**config.mk**
```make
export PLATFORM = sky130hd
export DESIGN_NAME = clock_set_ctrl
export DESIGN_NICKNAME = d
export VERILOG_FILES = /design/src/rtl/clock_ctrl_pkg.sv /design/src/rtl/bcd_wrap_inc.sv /design/src/rtl/clock_set_ctrl.sv
export SDC_FILE = /design/constraint.sdc
export NUM_CORES = 1
export LEC_CHECK = 0
export CAP_MARGIN = 20
export CORE_MARGIN = 5
export CORE_UTILIZATION = 55
export DETAILED_ROUTE_END_ITERATION = 10
export DONT_BUFFER_PORTS = 1
export GPL_ROUTABILITY_DRIVEN = 0
export MAX_ROUTING_LAYER = met4
export PLACE_DENSITY = 0.76
export SYNTH_ARGS = -nofsm -noshare
export SYNTH_HDL_FRONTEND = slang
export SYNTH_SLANG_ARGS = --single-unit
```
**constraint.sdc**
```tcl
create_clock -name clk -period 4.6 [get_ports clk]
set_clock_uncertainty 0.2 [all_clocks]
set_input_delay 0.46 -clock clk [delete_from_list [all_inputs] [get_ports clk]]
set_output_delay 0.46 -clock clk [all_outputs]
set_load 0.02 [all_outputs]
```
**src/rtl/clock_ctrl_pkg.sv**
```systemverilog
// Shared types, limits and helpers for the clock time-set controller.
package clock_ctrl_pkg;

  localparam int unsigned STATE_W = 3;
  localparam int unsigned IDLE_W  = 29;
  localparam int unsigned BCD_W   = 8;
  localparam int unsigned SEL_W   = 3;

  localparam logic [STATE_W-1:0] ST_RUN   = 3'd0;
  localparam logic [STATE_W-1:0] ST_SET_H = 3'd1;
  localparam logic [STATE_W-1:0] ST_SET_M = 3'd2;
  localparam logic [STATE_W-1:0] ST_SET_S = 3'd3;
  localparam logic [STATE_W-1:0] ST_LOAD  = 3'd4;

  typedef enum logic [STATE_W-1:0] {
    RUN   = ST_RUN,
    SET_H = ST_SET_H,
    SET_M = ST_SET_M,
    SET_S = ST_SET_S,
    LOAD  = ST_LOAD
  } state_t;

  localparam logic [BCD_W-1:0] HOUR_MAX   = 8'h23;
  localparam logic [BCD_W-1:0] MINSEC_MAX = 8'h59;

  typedef struct packed {
    logic [BCD_W-1:0] hour;
    logic [BCD_W-1:0] min;
    logic [BCD_W-1:0] sec;
  } bcd_time_t;

  // Any malformed or out-of-range captured field restarts editing from 00.
  function automatic logic [BCD_W-1:0] bcd_sanitize(input logic [BCD_W-1:0] v,
                                                    input logic [BCD_W-1:0] max);
    if ((v[3:0] > 4'd9) || (v > max)) return 8'h00;
    return v;
  endfunction

  // One-hot {hour,min,sec} field select for a given state.
  function automatic logic [SEL_W-1:0] sel_of(input state_t s);
    case (s)
      SET_H:   return 3'b100;
      SET_M:   return 3'b010;
      SET_S:   return 3'b001;
      default: return 3'b000;
    endcase
  endfunction

endpackage

```
**src/rtl/bcd_wrap_inc.sv**
```systemverilog
// Combinational BCD +1 with wrap to 00 once the supplied maximum is reached.
module bcd_wrap_inc
  import clock_ctrl_pkg::*;
(
  input  logic [BCD_W-1:0] val,
  input  logic [BCD_W-1:0] max,
  output logic [BCD_W-1:0] inc_c
);

  always_comb begin
    inc_c = 8'h00;
    if (val < max) begin
      if (val[3:0] >= 4'd9) inc_c = {val[7:4] + 4'd1, 4'd0};
      else                  inc_c = val + 8'd1;
    end
  end

endmodule

```
**src/rtl/clock_set_ctrl.sv**
```systemverilog
// Button-driven hour/min/sec set sequencer in front of the BCD clock counter.
// Optional digit blinking is built when CLOCK_SET_BLINK_EN is defined.
module clock_set_ctrl
  import clock_ctrl_pkg::*;
#(
`ifdef CLOCK_SET_BLINK_EN
  parameter int unsigned BLINK_DIV    = 12_500_000,
`endif
  parameter int unsigned IDLE_TIMEOUT = 500_000_000
) (
  input  logic             clk,
  input  logic             rst_n,
  input  logic             btn_mode,
  input  logic             btn_inc,
  input  logic [BCD_W-1:0] cur_hour,
  input  logic [BCD_W-1:0] cur_min,
  input  logic [BCD_W-1:0] cur_sec,
  output logic [BCD_W-1:0] hour_in,
  output logic [BCD_W-1:0] min_in,
  output logic [BCD_W-1:0] sec_in,
  output logic             hour_ld,
  output logic             min_ld,
  output logic             sec_ld,
  output logic             cnt_en,
  output logic [SEL_W-1:0] edit_sel,
  output logic [5:0]       digit_blank
);

  state_t            state_q, state_d;
  bcd_time_t         edit_q, edit_d;
  logic [IDLE_W-1:0] idle_q, idle_d;
  logic [BCD_W-1:0]  inc_src, inc_max, inc_res;
  logic              timeout_hit;
  logic              load_q, cnt_en_q;
  logic [SEL_W-1:0]  sel_q;

  // Single incrementer shared by whichever field is being edited.
  always_comb begin
    inc_src = edit_q.sec;
    inc_max = MINSEC_MAX;
    case (state_q)
      SET_H:   begin inc_src = edit_q.hour; inc_max = HOUR_MAX; end
      SET_M:   inc_src = edit_q.min;
      default: ;
    endcase
  end

  bcd_wrap_inc u_inc (
    .val   (inc_src),
    .max   (inc_max),
    .inc_c (inc_res)
  );

  assign timeout_hit = (idle_q == IDLE_W'(IDLE_TIMEOUT - 1));

  always_ff @(posedge clk or negedge rst_n) begin
    if (!rst_n) state_q <= RUN;
    else        state_q <= state_d;
  end

  // Next state, edit fields and idle counter; mode outranks inc.
  always_comb begin
    state_d = state_q;
    edit_d  = edit_q;
    idle_d  = '0;
    case (state_q)
      RUN: begin
        if (btn_mode) begin
          state_d     = SET_H;
          edit_d.hour = bcd_sanitize(cur_hour, HOUR_MAX);
          edit_d.min  = bcd_sanitize(cur_min, MINSEC_MAX);
          edit_d.sec  = bcd_sanitize(cur_sec, MINSEC_MAX);
        end
      end
      SET_H, SET_M, SET_S: begin
        if (btn_mode) begin
          state_d = (state_q == SET_H) ? SET_M :
                    (state_q == SET_M) ? SET_S : LOAD;
        end else if (btn_inc) begin
          case (state_q)
            SET_H:   edit_d.hour = inc_res;
            SET_M:   edit_d.min  = inc_res;
            default: edit_d.sec  = inc_res;
          endcase
        end else if (timeout_hit) begin
          state_d = RUN;
        end else begin
          idle_d = idle_q + IDLE_W'(1);
        end
      end
      LOAD:    state_d = RUN;
      default: state_d = RUN;
    endcase
  end

  always_ff @(posedge clk or negedge rst_n) begin
    if (!rst_n) begin
      edit_q   <= '0;
      idle_q   <= '0;
      load_q   <= 1'b0;
      cnt_en_q <= 1'b0;
      sel_q    <= '0;
    end else begin
      edit_q   <= edit_d;
      idle_q   <= idle_d;
      load_q   <= (state_d == LOAD);
      cnt_en_q <= (state_d == RUN);
      sel_q    <= sel_of(state_d);
    end
  end

  assign hour_in  = edit_q.hour;
  assign min_in   = edit_q.min;
  assign sec_in   = edit_q.sec;
  assign hour_ld  = load_q;
  assign min_ld   = load_q;
  assign sec_ld   = load_q;
  assign cnt_en   = cnt_en_q;
  assign edit_sel = sel_q;

`ifdef CLOCK_SET_BLINK_EN
  localparam int unsigned DIV_W = (BLINK_DIV > 1) ? $clog2(BLINK_DIV) : 1;

  logic [DIV_W-1:0] div_q, div_d;
  logic             blink_q, blink_d;
  logic [SEL_W-1:0] sel_d;
  logic [5:0]       blank_q;

  // Blink phase restarts on every state change so a new field starts visible.
  always_comb begin
    div_d   = div_q + DIV_W'(1);
    blink_d = blink_q;
    sel_d   = sel_of(state_d);
    if (state_d != state_q) begin
      div_d   = '0;
      blink_d = 1'b0;
    end else if (div_q == DIV_W'(BLINK_DIV - 1)) begin
      div_d   = '0;
      blink_d = ~blink_q;
    end
  end

  always_ff @(posedge clk or negedge rst_n) begin
    if (!rst_n) begin
      div_q   <= '0;
      blink_q <= 1'b0;
      blank_q <= '0;
    end else begin
      div_q   <= div_d;
      blink_q <= blink_d;
      blank_q <= blink_d ? {{2{sel_d[2]}}, {2{sel_d[1]}}, {2{sel_d[0]}}} : 6'b0;
    end
  end

  assign digit_blank = blank_q;
`else
  assign digit_blank = 6'b0;
`endif

endmodule

```
# After elaboration in Yosys (flattened, before gate mapping)
# Cells that the tools add are included.
[op_classes]
add_sub_neg = 3
multipliers = 0
div_mod_pow = 0
magnitude_cmp = 8
eq_ne = 14
n_shift = 0
muxes = 38
bitwise_logic = 0
n_reduce_logical = 11
[ops]
columns = ["cell", "n"]
rows = [
  ["29-bit 2-to-1 mux", 4],
  ["8-bit 2-to-1 mux", 11],
  ["24-bit 2-to-1 mux", 3],
  ["24-bit case mux with 2 select lines", 1],
  ["29-bit by 1-bit adder with 29-bit output, second input constant", 1],
  ["29-bit == test, second input constant", 1],
  ["3-bit 2-to-1 mux", 6],
  ["8-bit by 7-bit > comparator with 1-bit output, second input constant", 2],
  ["8-bit case mux with 2 select lines", 1],
  ["5-bit AND reduction", 3],
  ["3-bit by 2-bit == test with 1-bit output, second input constant", 4],
  ["4-bit > comparator, second input constant", 3],
  ["2-bit inequality test, second input constant", 6],
  ["1-bit 2-to-1 mux", 9],
  ["3-bit case mux with 3 select lines", 1],
  ["8-bit by 1-bit adder with 8-bit output, second input constant", 1],
  ["8-bit by 6-bit > comparator with 1-bit output, second input constant", 1],
  ["8-bit by 7-bit < comparator with 1-bit output", 1],
  ["7-bit 2-to-1 mux", 1],
  ["3-bit by 1-bit == test with 1-bit output, second input constant", 2],
  ["3-bit zero test", 2],
  ["3-bit case mux with 2 select lines", 1],
  ["4-bit by 1-bit adder with 4-bit output, second input constant", 1],
  ["4-bit >= comparator, second input constant", 1],
  ["5 further kinds", 7],
]
[totals]
ff_bits = 61
latchBits = 0
ram_bits = 0
mem_bits_ro = 0
output_inout_bits = 37
n_memories = 0

# Longest topological paths before layout
# Gate-level depths: netlist of run 1.
[logic_depth]
ltp_word = 9
depth_mapped = 15
mapped_depth_nobuf = 11

# By module
# From an unflattened synthesis of run 1, not the netlist that was laid out.
[hier_totals]
cells_unflattened = 421
hier_area_um2 = 3729.8
[modules_own_cells]
columns = ["mod", "instances", "cells_per_inst", "area_each_um2", "seq_area_each_um2"]
rows = [
  ["clock_set_ctrl", 1, 366, 3309.4, 1526.5],
  ["bcd_wrap_inc", 1, 55, 420.4, 0.0],
]

# Worst setup path after synthesis of run 1
# Ideal clock, no wire load.
[synth_timing]
path_type = "register -> register"
start = "register state_q[2]"
end = "register edit_q, in the netlist min_in[3]"
setup_ps = 82
arrival_time_ps = 2788
required_time_ps = 4318
slack_ps = 1531
stages_incl_launch_ff = 15
synth_period_minus_slack_ps = 3069
cell_sequence = "dfrtp_1 > buf_4 > buf_4 > buf_4 > o32a_1 > o211ai_1 > inv_1 > ha_1 > a21o_1 > a211o_1 > a31oi_1 > o311a_1 > buf_6 > o211ai_2 > a31oi_1"
[synth_between]
elab_chain_len = 9
[synth_lines]
columns = ["item", "line", "text"]
rows = [
  ["start, declared", "clock_set_ctrl.sv:29", "state_t state_q, state_d;"],
  ["start signal, assigned", "clock_set_ctrl.sv:58", "else state_q <= state_d;"],
  ["3-bit by 2-bit == test with 1-bit output / 3-bit by 1-bit == test with 1-bit output (equally long branches)", "clock_set_ctrl.sv:41, clock_set_ctrl.sv:66, clock_set_ctrl.sv:80", ""],
  ["8-bit case mux with 2 select lines", "clock_set_ctrl.sv:41", "case (state_q)"],
  ["8-bit by 1-bit adder with 8-bit output / 4-bit >= comparator (equally long branches)", "bcd_wrap_inc.sv:14, bcd_wrap_inc.sv:13", ""],
  ["8-bit 2-to-1 mux", "bcd_wrap_inc.sv:13", "if (val[3:0] >= 4'd9) inc_c = {val[7:4] + 4'd1, 4'd0};"],
  ["8-bit 2-to-1 mux", "bcd_wrap_inc.sv:12", "if (val < max) begin"],
  ["8-bit 2-to-1 mux", "clock_set_ctrl.sv:80", "case (state_q)"],
  ["24-bit 2-to-1 mux", "clock_set_ctrl.sv:79", "end else if (btn_inc) begin"],
  ["24-bit 2-to-1 mux", "clock_set_ctrl.sv:76", "if (btn_mode) begin"],
  ["24-bit case mux with 2 select lines", "clock_set_ctrl.sv:66", "case (state_q)"],
  ["end signal, assigned", "clock_set_ctrl.sv:104", "edit_q <= edit_d;"],
  ["end, declared", "clock_set_ctrl.sv:30", "bcd_time_t edit_q, edit_d;"],
]
# Several ways; a longest one is shown, not always the timed one. The select of a mux whose other input is x is not followed.
# A chain may end at the register's enable or synchronous reset.

# Worst setup path after layout of run 1
[layout_timing]
start = "register state_q[2]"
end = "register edit_q, in the netlist min_in[5]"
[layout_between]
elab_chain_len = 9
[layout_lines]
columns = ["item", "line", "text"]
rows = [
  ["3-bit by 2-bit == test with 1-bit output / 3-bit by 1-bit == test with 1-bit output (equally long branches)", "clock_set_ctrl.sv:41, clock_set_ctrl.sv:66, clock_set_ctrl.sv:80", ""],
  ["8-bit case mux with 2 select lines", "clock_set_ctrl.sv:41", ""],
  ["8-bit by 1-bit adder with 8-bit output, or another cell as far along", "bcd_wrap_inc.sv:14", "else inc_c = val + 8'd1;"],
  ["8-bit 2-to-1 mux", "bcd_wrap_inc.sv:13", ""],
  ["8-bit 2-to-1 mux", "bcd_wrap_inc.sv:12", ""],
  ["8-bit 2-to-1 mux", "clock_set_ctrl.sv:80", ""],
  ["24-bit 2-to-1 mux", "clock_set_ctrl.sv:79", ""],
  ["24-bit 2-to-1 mux", "clock_set_ctrl.sv:76", ""],
  ["24-bit case mux with 2 select lines", "clock_set_ctrl.sv:66", ""],
]
# Several ways; a longest one is shown, not always the timed one. The select of a mux whose other input is x is not followed.

==> metrics.csv, run 1 <==
metric,value,unit
synth_edf_count,0,
place_inst,472,
htree_num_levels,3,
die_x,91.1,um
die_y,91.1,um
netlist_area,3610,sq um
overflow,0,
fin_area,3810,sq um
cts_tree,yes,
stdcell_count,492,
maxCapViolations,0,
ys_seq_area_share,42.2,%
crit_chain,inv_1 -> o211ai_1 -> inv_1 -> ha_1 -> a21o_1 -> a211o_1 -> a31oi_1 -> o311a_1 -> o211ai_2 -> a31oi_1,
crit_path_end_kind,flop,
pin_count,65,
drive_above_1_share,8.67,%
cts-root-buf,clkbuf_8,
required,4670,ps
slowest_stage,dfrtp_1,
cts_buffers,9,
max_stage_delay,720,ps
initial_core_util,56.6,%
grt_pass1_vias,2956,
holdCritPathClass,input port to flop,
grt_pass1_wl,14100,um
worst_slack,945,ps
final.min_clock_period,3660,ps
std_cell_rows,29,
final_cell_mix,"69 x nor2_1, 61 x dfrtp_1, 49 x nand2_1",
wl,8520,um
dp_worst_setup_slack,1010,ps
slew_headroom,20.1,%
final.setup.tns,0,ps
crit_type,flop to flop,
vias_per_cell,6.01,
clock-sinks,61,
antenna_found_initial,0,
drt-pass1-iter-count,5,
dieArea,8290,sq um
cp.arrival,3720,ps
core_area,6390,sq um
clock_latency,350,ps
hpwl,6170,um
muxShareOfSynthArea,0.277,%
tightestPinTransition,1190,ps
clk_pin_slew_worst_paths,70,ps
clockBufferDepth,2,
synth_top_family_by_area,simple AND/OR/NAND/NOR gates,
critical_path_buf_inv_count,2,
synth_adder_area_share,3.46,%
synth.avg_cell_area,8.71,sq um
final_max_slew_viol_count,0,
antenna_left,0,
via_count,2959,
port_buffers,0,
post-route-period-util,79.5,%
wl_per_cell,17.3,um
yosysWarnings,0,
drtIter0Drc,179,
area_delta_synth_final,5.57,%
hold_viol_final,0,
nNetsFinal,448,
layout_commonest_cell,nor2_1,
grt_usage,21.8,%
power_density,670,nW/um^2
max_freq,274,MHz
cp_max_fo,18,
synth_xor_area_share,6.54,%
startpoint_type,flop,
syn_inst,415,
yosys.area_share.simple,26.2,%
placed_cell_area,3580,sq um
status,"finished, final reports clean",
synth_async_sr_flop_share,100,%
p_leak,1.57,nW
num_antenna_cells,0,
drc_errors,0,
path_delay_family,compound AO/OA/AOI/OAI gates,
synth_ff_type,dfrtp_1,
setup_violations,0,
vdd_ir_drop_max,0.531,mV
rsz0062_at_grt,false,
yosys_register_bits,61,
ys_types,57,
synth_compound_area_share,14.5,%
grt_start_max_net_pins,62,
## report_power, final
part	switching (mW)	total, mW	leakage (nW)	internal [mW]
clock	0.217	0.441	0.0836	0.223
combinational	0.712	1.14	0.687	0.429
sequential	0.310	0.974	0.799	0.664
total	1.24	2.56	1.57	1.32
## state kept, by name, indices dropped and copies added, names as in the netlist
name and flops:
idle_q 29, hour_in 8, min_in 8, sec_in 8
edit_sel 3, state_q 3, cnt_en 1, hour_ld 1
## layer usage
metal  up-vias  track usage [%]  wire (um)
li1       1433                -          -
met1      1390             26.9       3770
met2       112             31.7       3720
met3        24             8.51        837
met4         0             9.41        194
met5         -                -          0
## cell families (layout without fill, tap and decap cells)
logic type,Yosys count,in the layout
AND/OR/NAND/NOR,195,195
AO/OA/AOI/OAI,76,76
adder cells (fa/ha/maj),10,10
multiplexers,1,1
XOR/XNOR,27,27
other,1,6
flip-flops,61,61
buffers and inverters,44,39
## timing repair
action | in CTS | in global routing
hold buffers | 2 | 0
resized for setup | 0 | 0
hold endpoints to repair | 61 | 0
buffers inserted | 0 | 0
## through the flow
stage	utilization, %	hold slack (ps)	total power, mW
4_1_cts	59.5	47.2	2.54
2_1_floorplan	-	-35.6	1.84
3_3_place_gp	56.0	-33.8	2.06
3_5_place_dp	56.0	-33.9	2.09
5_1_grt	59.7	44.4	2.74
6_report	59.7	49.2	2.56
## final timing paths
check | endpoint | startpoint | slack (ps) | depth (start not counted)
setup / recovery | min_in[5] | state_q[2] | 940 | 10
hold / removal | sec_in[1] | cur_sec[1] | 50 | 2
setup reg to reg | min_in[5] | state_q[2] | 940 | 10
hold reg to reg | idle_q[0] | idle_q[0] | 280 | 1
max in group asynchronous | min_in[4] | rst_n | 3520 | 2
min in group asynchronous | idle_q[13] | rst_n | 430 | 2
## cells in the mapped netlist, drive strengths merged, types with 4 or more instances
master / count / area (sq um)
nor2: 69 / 259
dfrtp: 61 / 1530
nand2: 49 / 184
a31oi: 24 / 150
buf: 20 / 149
nand3: 18 / 110
inv: 16 / 60.1
xor2: 16 / 140
o21ai: 14 / 73.8
and3: 13 / 81.3
nor3: 11 / 55.1
xnor2: 11 / 96.3
ha: 10 / 125
o211ai: 9 / 77.6
clkbuf: 8 / 31.3
a21oi: 7 / 35.0
nand4: 6 / 37.5
and4: 5 / 43.8
nand2b: 4 / 25.0
## layout make-up
type / instances / area (sq um)
Inverter: 16 / 60.1
Sequential cell: 61 / 1530
Clock inverter: 5 / 35.0
Multi-Input combinational cell: 315 / 1870
Tap cell: 77 / 96.3
Timing Repair Buffer: 7 / 75.1
Clock buffer: 11 / 151
Fill cell: 551 / 2570
No activity file was read; power rests on OpenSTA's default activity.
==> inputs of run 2 (changes only) <==
- clock period: 4.6 -> 3.6 ns (I/O delays scaled with it)
==> metrics.csv, run 2 (synthesis results as in run 1) <==
metric,value,unit,change
htree_num_levels,3,,unchanged
initial_core_util,56.6,%,unchanged
met3_usage,6.69,%,-1.8 points
final.min_clock_period,3230,ps,-430 ps
p_total,3.37,mW,+32%
slew_headroom,41.9,%,+22 points
vias_per_cell,5.95,,-1.1%
num_antenna_cells,0,,unchanged
cp_max_fo,12,,-6
worst-r2r-setup-slack,370,ps,-570 ps
crit_path_end_kind,flop,,
rsz0062_at_grt,false,,
worstSetupStartpoint,state_q[2],,
tightestPinTransition,870,ps,-323 ps
wl,8780,um,+3.1%
drt-pass1-iter-count,5,,unchanged
power_density,837,nW/um^2,+25%
final.setup.tns,0,ps,unchanged
setup_violations,0,,unchanged
holdCritPathClass,input port to flop,,
nNetsFinal,468,,+4.5%
p_int,1.75,mW,+33%
drive_above_1_share,9.20,%,+0.52 points
area_delta_synth_final,11.5,%,
hold_path.startpoint,cur_hour[0],,
final_cell_mix,"69 x nor2_1, 61 x dfrtp_1, 49 x nand2_1",,
grt_pass1_vias,2944,,-0.41%
grt_start_max_net_pins,62,,unchanged
hold_viol_final,0,,unchanged
hpwl,6170,um,about the same
std_cell_rows,29,,unchanged
clock-sinks,61,,unchanged
clk_pin_slew_worst_paths,80,ps,about the same
drtIter0Drc,249,,+39%
worstReg2RegStart,state_q[2],,
layout_commonest_cell,nor2_1,,
crit_type,flop to flop,,
startpoint_type,flop,,
required,3660,ps,-1010 ps
seq_area,1530,sq um,unchanged
dieArea,8290,sq um,unchanged
switching_share,48.0,%,-0.44 points
drc_errors,0,,unchanged
p_leak,1.67,nW,+6.5%
post-route-period-util,89.6,%,+10 points
top_usage_layer,met2,,
p_seq_share,36.8,%,-1.3 points
wl_per_cell,17.2,um,-0.94%
antenna_found_initial,0,,unchanged
overflow,0,,unchanged
cts-root-buf,clkbuf_8,,
maxCapViolations,0,,unchanged
cts_tree,yes,,
cp.arrival,3290,ps,-430 ps
max_freq,310,MHz,+13%
cts_buffers,9,,unchanged
port_buffers,0,,unchanged
vdd_ir_drop_max,0.781,mV,+47%
pin_count,65,,unchanged
grt_pass1_wl,14700,um,+4.5%
die_x,91.1,um,unchanged
multiInputGateArea,1870,sq um,about the same
p_switching,1.62,mW,+31%
met1_usage,30.1,%,+3.2 points
die_y,91.1,um,unchanged
fill_cells,509,,-7.6%
largest_reg_flops,29,,unchanged
final_max_slew_viol_count,0,,unchanged
regMostFlops,idle_q,,
p_clk_share,18.9,%,+1.7 points
clock_latency,340,ps,about the same
antenna_left,0,,unchanged
status,"finished, final reports clean",,
grt_usage,22.6,%,+0.76 points
core_area,6390,sq um,unchanged
comb_power_share,44.3,%,-0.4 points
clockBufferDepth,2,,unchanged
via_count,3046,,+2.9%
use_met2,32.2,%,+0.48 points
run 2: cell count changes in the layout (fill, tap and decap cells not counted):
cell / previous run / this run
buf_4: 5 / 8
bufinv_16: 0 / 1
clkbuf_8: 11 / 9
clkinv_2: 1 / 0
clkinv_4: 0 / 1
clkinvlp_4: 4 / 2
dlygate4sd3_1: 1 / 18
inv_6: 0 / 2
inv_8: 0 / 1
o311a_1: 2 / 1
o311a_2: 0 / 1
run 2: area by class of cell:
type | instances | share of cell area (%)
Clock buffer | 9 | 3.07
Sequential cell | 61 | 37.9
Clock inverter | 7 | 2.05
Inverter | 16 | 1.49
Timing Repair Buffer | 27 | 6.65
Tap cell | 77 | 2.39
Multi-Input combinational cell | 315 | 46.5
run 2: final timing paths:
path | cells after the start | to
max | 10 | sec_in[3]
min | 2 | hour_in[0]
max reg2reg | 10 | sec_in[3]
min reg2reg | 1 | idle_q[0]
max in group asynchronous | 2 | min_in[7]
min in group asynchronous | 2 | idle_q[16]
run 2: per-layer routing:
layer,part of all wire (%),wire [um]
met2,45,3920
met4,2.2,194
met5,0,0
met3,9.5,832
met1,44,3830
run 2: through the flow:
stage	area [sq um]	std cells	utilization [%]	hold slack [ps]	setup WS [ps]
after detailed placement	3610	477	56.6	-134	237
after floorplan	3630	420	-	-136	531
after global placement	3610	477	56.6	-134	345
after global routing	4030	512	63.1	3.08	142
final	4030	512	63.1	8.42	375
after CTS	4030	512	63.1	2.50	219
run 2: repair_timing:
item / CTS / global route
hold endpoints to repair: 79 / 0
setup endpoints to repair: 0 / 9
gates resized for setup: 0 / 1
hold buffers: 19 / 0
buffers inserted: 0 / 0
run 2: power groups by stage:
stage | logic, mW | registers (mW) | clock network, mW
2_1_floorplan | 1.17 | 1.17 | 0
3_3_place_gp | 1.40 | 1.25 | 0
3_5_place_dp | 1.43 | 1.26 | 0
4_1_cts | 1.47 | 1.24 | 0.649
5_1_grt | 1.67 | 1.27 | 0.687
6_report | 1.49 | 1.24 | 0.637
run 2: critical path, stage by stage, from the launching register on:
cell      delay, ps
dfrtp_1         540
inv_1           270
o211ai_1        330
inv_1           110
ha_1            330
a21o_1          190
a211o_1         280
a31oi_1         140
o311a_2         370
o211ai_2        180
a31oi_1         200
==> inputs of run 3 (changes only) <==
- ABC_AREA: unset -> 1
- CELL_PAD_IN_SITES_DETAIL_PLACEMENT: unset -> 1
- CELL_PAD_IN_SITES_GLOBAL_PLACEMENT: unset -> 1
- CORE_UTILIZATION: 55 -> 46
- PLACE_DENSITY: 0.76 -> 0.85
==> metrics.csv, run 3 <==
metric,value,unit,change
status,"finished, final reports clean",,
grt_usage,25.8,%,+3.2 points
yosysMostFrequentCell,nand2_1,,
core_area,8180,sq um,+28%
power_density,840,nW/um^2,+0.36%
crit_path_end_kind,flop,,
synthTopCellsByArea,"dfrtp_1 40%, nand2_1 11%, inv_1 6.5%, nor2_1 5.7%, nand3_1 4.4%",,
holdCritPathClass,input port to flop,,
syn_inst,517,,+25%
required,3700,ps,+40 ps
maxCapViolations,0,,unchanged
drc_errors,0,,unchanged
hpwl,9070,um,+47%
ys_top_cells_by_count,"112 x nand2_1, 66 x inv_1, 61 x dfrtp_1",,
cp.arrival,3060,ps,-230 ps
wl_per_cell,18.7,um,+9.0%
antenna_left,0,,unchanged
ys_types,39,,-32%
tightestPinTransition,528,ps,-342 ps
crit_type,flop to flop,,
initial_core_util,46.9,%,-9.7 points
regMostFlops,idle_q,,
cp_max_fo,7,,-5
comb_power_share,47.3,%,+3.0 points
clockBufferDepth,2,,unchanged
nNetsFinal,565,,+21%
fill_cells,1054,,+110%
grt_pass1_vias,4146,,+41%
synth_top_area_share,39.8,%,-2.4 points
slew_headroom,64.8,%,+23 points
grt_start_max_net_pins,62,,unchanged
area_delta_synth_final,8.78,%,
wl,11900,um,+36%
clk_pin_slew_worst_paths,80,ps,about the same
port_buffers,0,,unchanged
ys_seq_area_share,39.8,%,-2.4 points
p_clk_share,17.7,%,-1.2 points
synth_largest_area_cell,dfrtp_1,,
via_count,3640,,+20%
final_max_slew_viol_count,0,,unchanged
htree_num_levels,3,,unchanged
post-route-period-util,82.4,%,-7.2 points
clock-sinks,61,,unchanged
drtIter0Drc,82,,-67%
clock_latency,360,ps,+20 ps
dieArea,10300,sq um,+24%
startpoint_type,flop,,
yosysWarnings,0,,unchanged
p_leak,1.96,nW,+17%
synth_edf_count,0,,unchanged
drive_above_1_share,9.77,%,+0.58 points
p_seq_share,35.0,%,-1.8 points
p_int,1.72,mW,-2.1%
vdd_ir_drop_max,0.440,mV,-44%
final_cell_mix,"112 x nand2_1, 66 x inv_1, 61 x dfrtp_1",,
synth_async_sr_flop_share,100,%,unchanged
setup_violations,0,,unchanged
std_cell_rows,33,,+14%
num_antenna_cells,0,,unchanged
die_x,101,um,+11%
grt_pass1_wl,20200,um,+37%
overflow,0,,unchanged
pin_count,65,,unchanged
seq_area,1530,sq um,unchanged
rsz0062_at_grt,false,,
yosys_register_bits,61,,unchanged
final.setup.tns,0,ps,unchanged
drt-pass1-iter-count,4,,-1
final.min_clock_period,2960,ps,-261 ps
antenna_found_initial,0,,unchanged
multiInputGateArea,1970,sq um,+5.4%
synth_ff_type,dfrtp_1,,
cts_setup_buffers,0,,unchanged
vias_per_cell,5.71,,-3.9%
post-route-util,51.0,%,-12 points
cts_buffers,9,,unchanged
switching_share,51.0,%,+3.0 points
die_y,101,um,+11%
cts-root-buf,clkbuf_8,,
layout_commonest_cell,nand2_1,,
max_freq,337,MHz,+8.8%
netlist_area,3830,sq um,+6.1%
cts_tree,yes,,
largest_reg_flops,29,,unchanged
synth.avg_cell_area,7.41,sq um,-15%
p_switching,1.79,mW,+10%
hold_viol_final,0,,unchanged
[run 3: worst paths after layout]
check                      depth (start not counted)        from    endpoint  slack [ps]
max in group asynchronous                          2       rst_n  idle_q[16]        2540
min reg2reg                                        1   idle_q[0]   idle_q[0]         310
max reg2reg                                       14  state_q[0]  hour_in[7]         640
max                                               14  state_q[0]  hour_in[7]         640
min in group asynchronous                          2       rst_n  idle_q[11]         380
min                                                4  cur_min[1]   min_in[1]           5
[run 3: worst max-delay path, stage by stage, from the launching register on]
cell and delay [ps]:
dfrtp_1 490, inv_2 130, nand3_2 170, nand2_2 150
inv_2 60, nand2_1 60, o211ai_1 170, ha_1 360
a21oi_1 160, nor2_1 80, nor3_4 350, nand3_2 140
nor2_1 240, nand2_1 80, nand2_1 70
[run 3: layout make-up]
class,count,area share [%]
timing repair buffer,6,1.74
clock buffer,10,3.06
sequential,61,36.6
clock inverter,6,1.53
multi-input combinational,376,47.3
tap,105,3.15
inverter,73,6.57
[run 3: timing repair]
item,4_1_cts,5_1_grt
gates resized for setup,0,0
hold endpoints to repair,68,0
hold buffers,4,0
[run 3: metrics by stage]
stage | cell area (sq um) | setup WS [ps] | hold slack (ps) | std cells | power, mW
after floorplan | 3850 | 1170 | -136 | 522 | 2.38
after global placement | 3920 | 798 | -134 | 617 | 2.74
after detailed placement | 3920 | 672 | -134 | 617 | 2.84
after CTS | 4170 | 641 | 11.1 | 637 | 3.50
after global routing | 4170 | 408 | 20.4 | 637 | 3.78
final | 4170 | 635 | 5.47 | 637 | 3.50
[run 3: logic make-up after synthesis]
kind of cell    share of synthesized area (%)
compound gates                           9.01
xor+xnor                                 1.60
fa+ha+maj                                3.26
buf+inv                                  9.17
flops                                    39.8
other cells                            0.0978
simple gates                             37.0
[run 3: power groups by stage]
stage          Sequential, mW  Combinational (mW)  Clock, mW
2_1_floorplan            1.15                1.23          0
3_3_place_gp             1.23                1.50          0
3_5_place_dp             1.24                1.61          0
4_1_cts                  1.22                1.65      0.622
5_1_grt                  1.25                1.87      0.659
6_report                 1.22                1.66      0.620
[run 3: routing by layer]
metal  part of all wire, %  track usage, %  up-vias
met2                    52            45.0       97
met1                    39            27.1     1781
met5                     0               -        -
li1                      -               -     1724
met4                   3.4            11.0        0
met3                   5.4            7.23       38
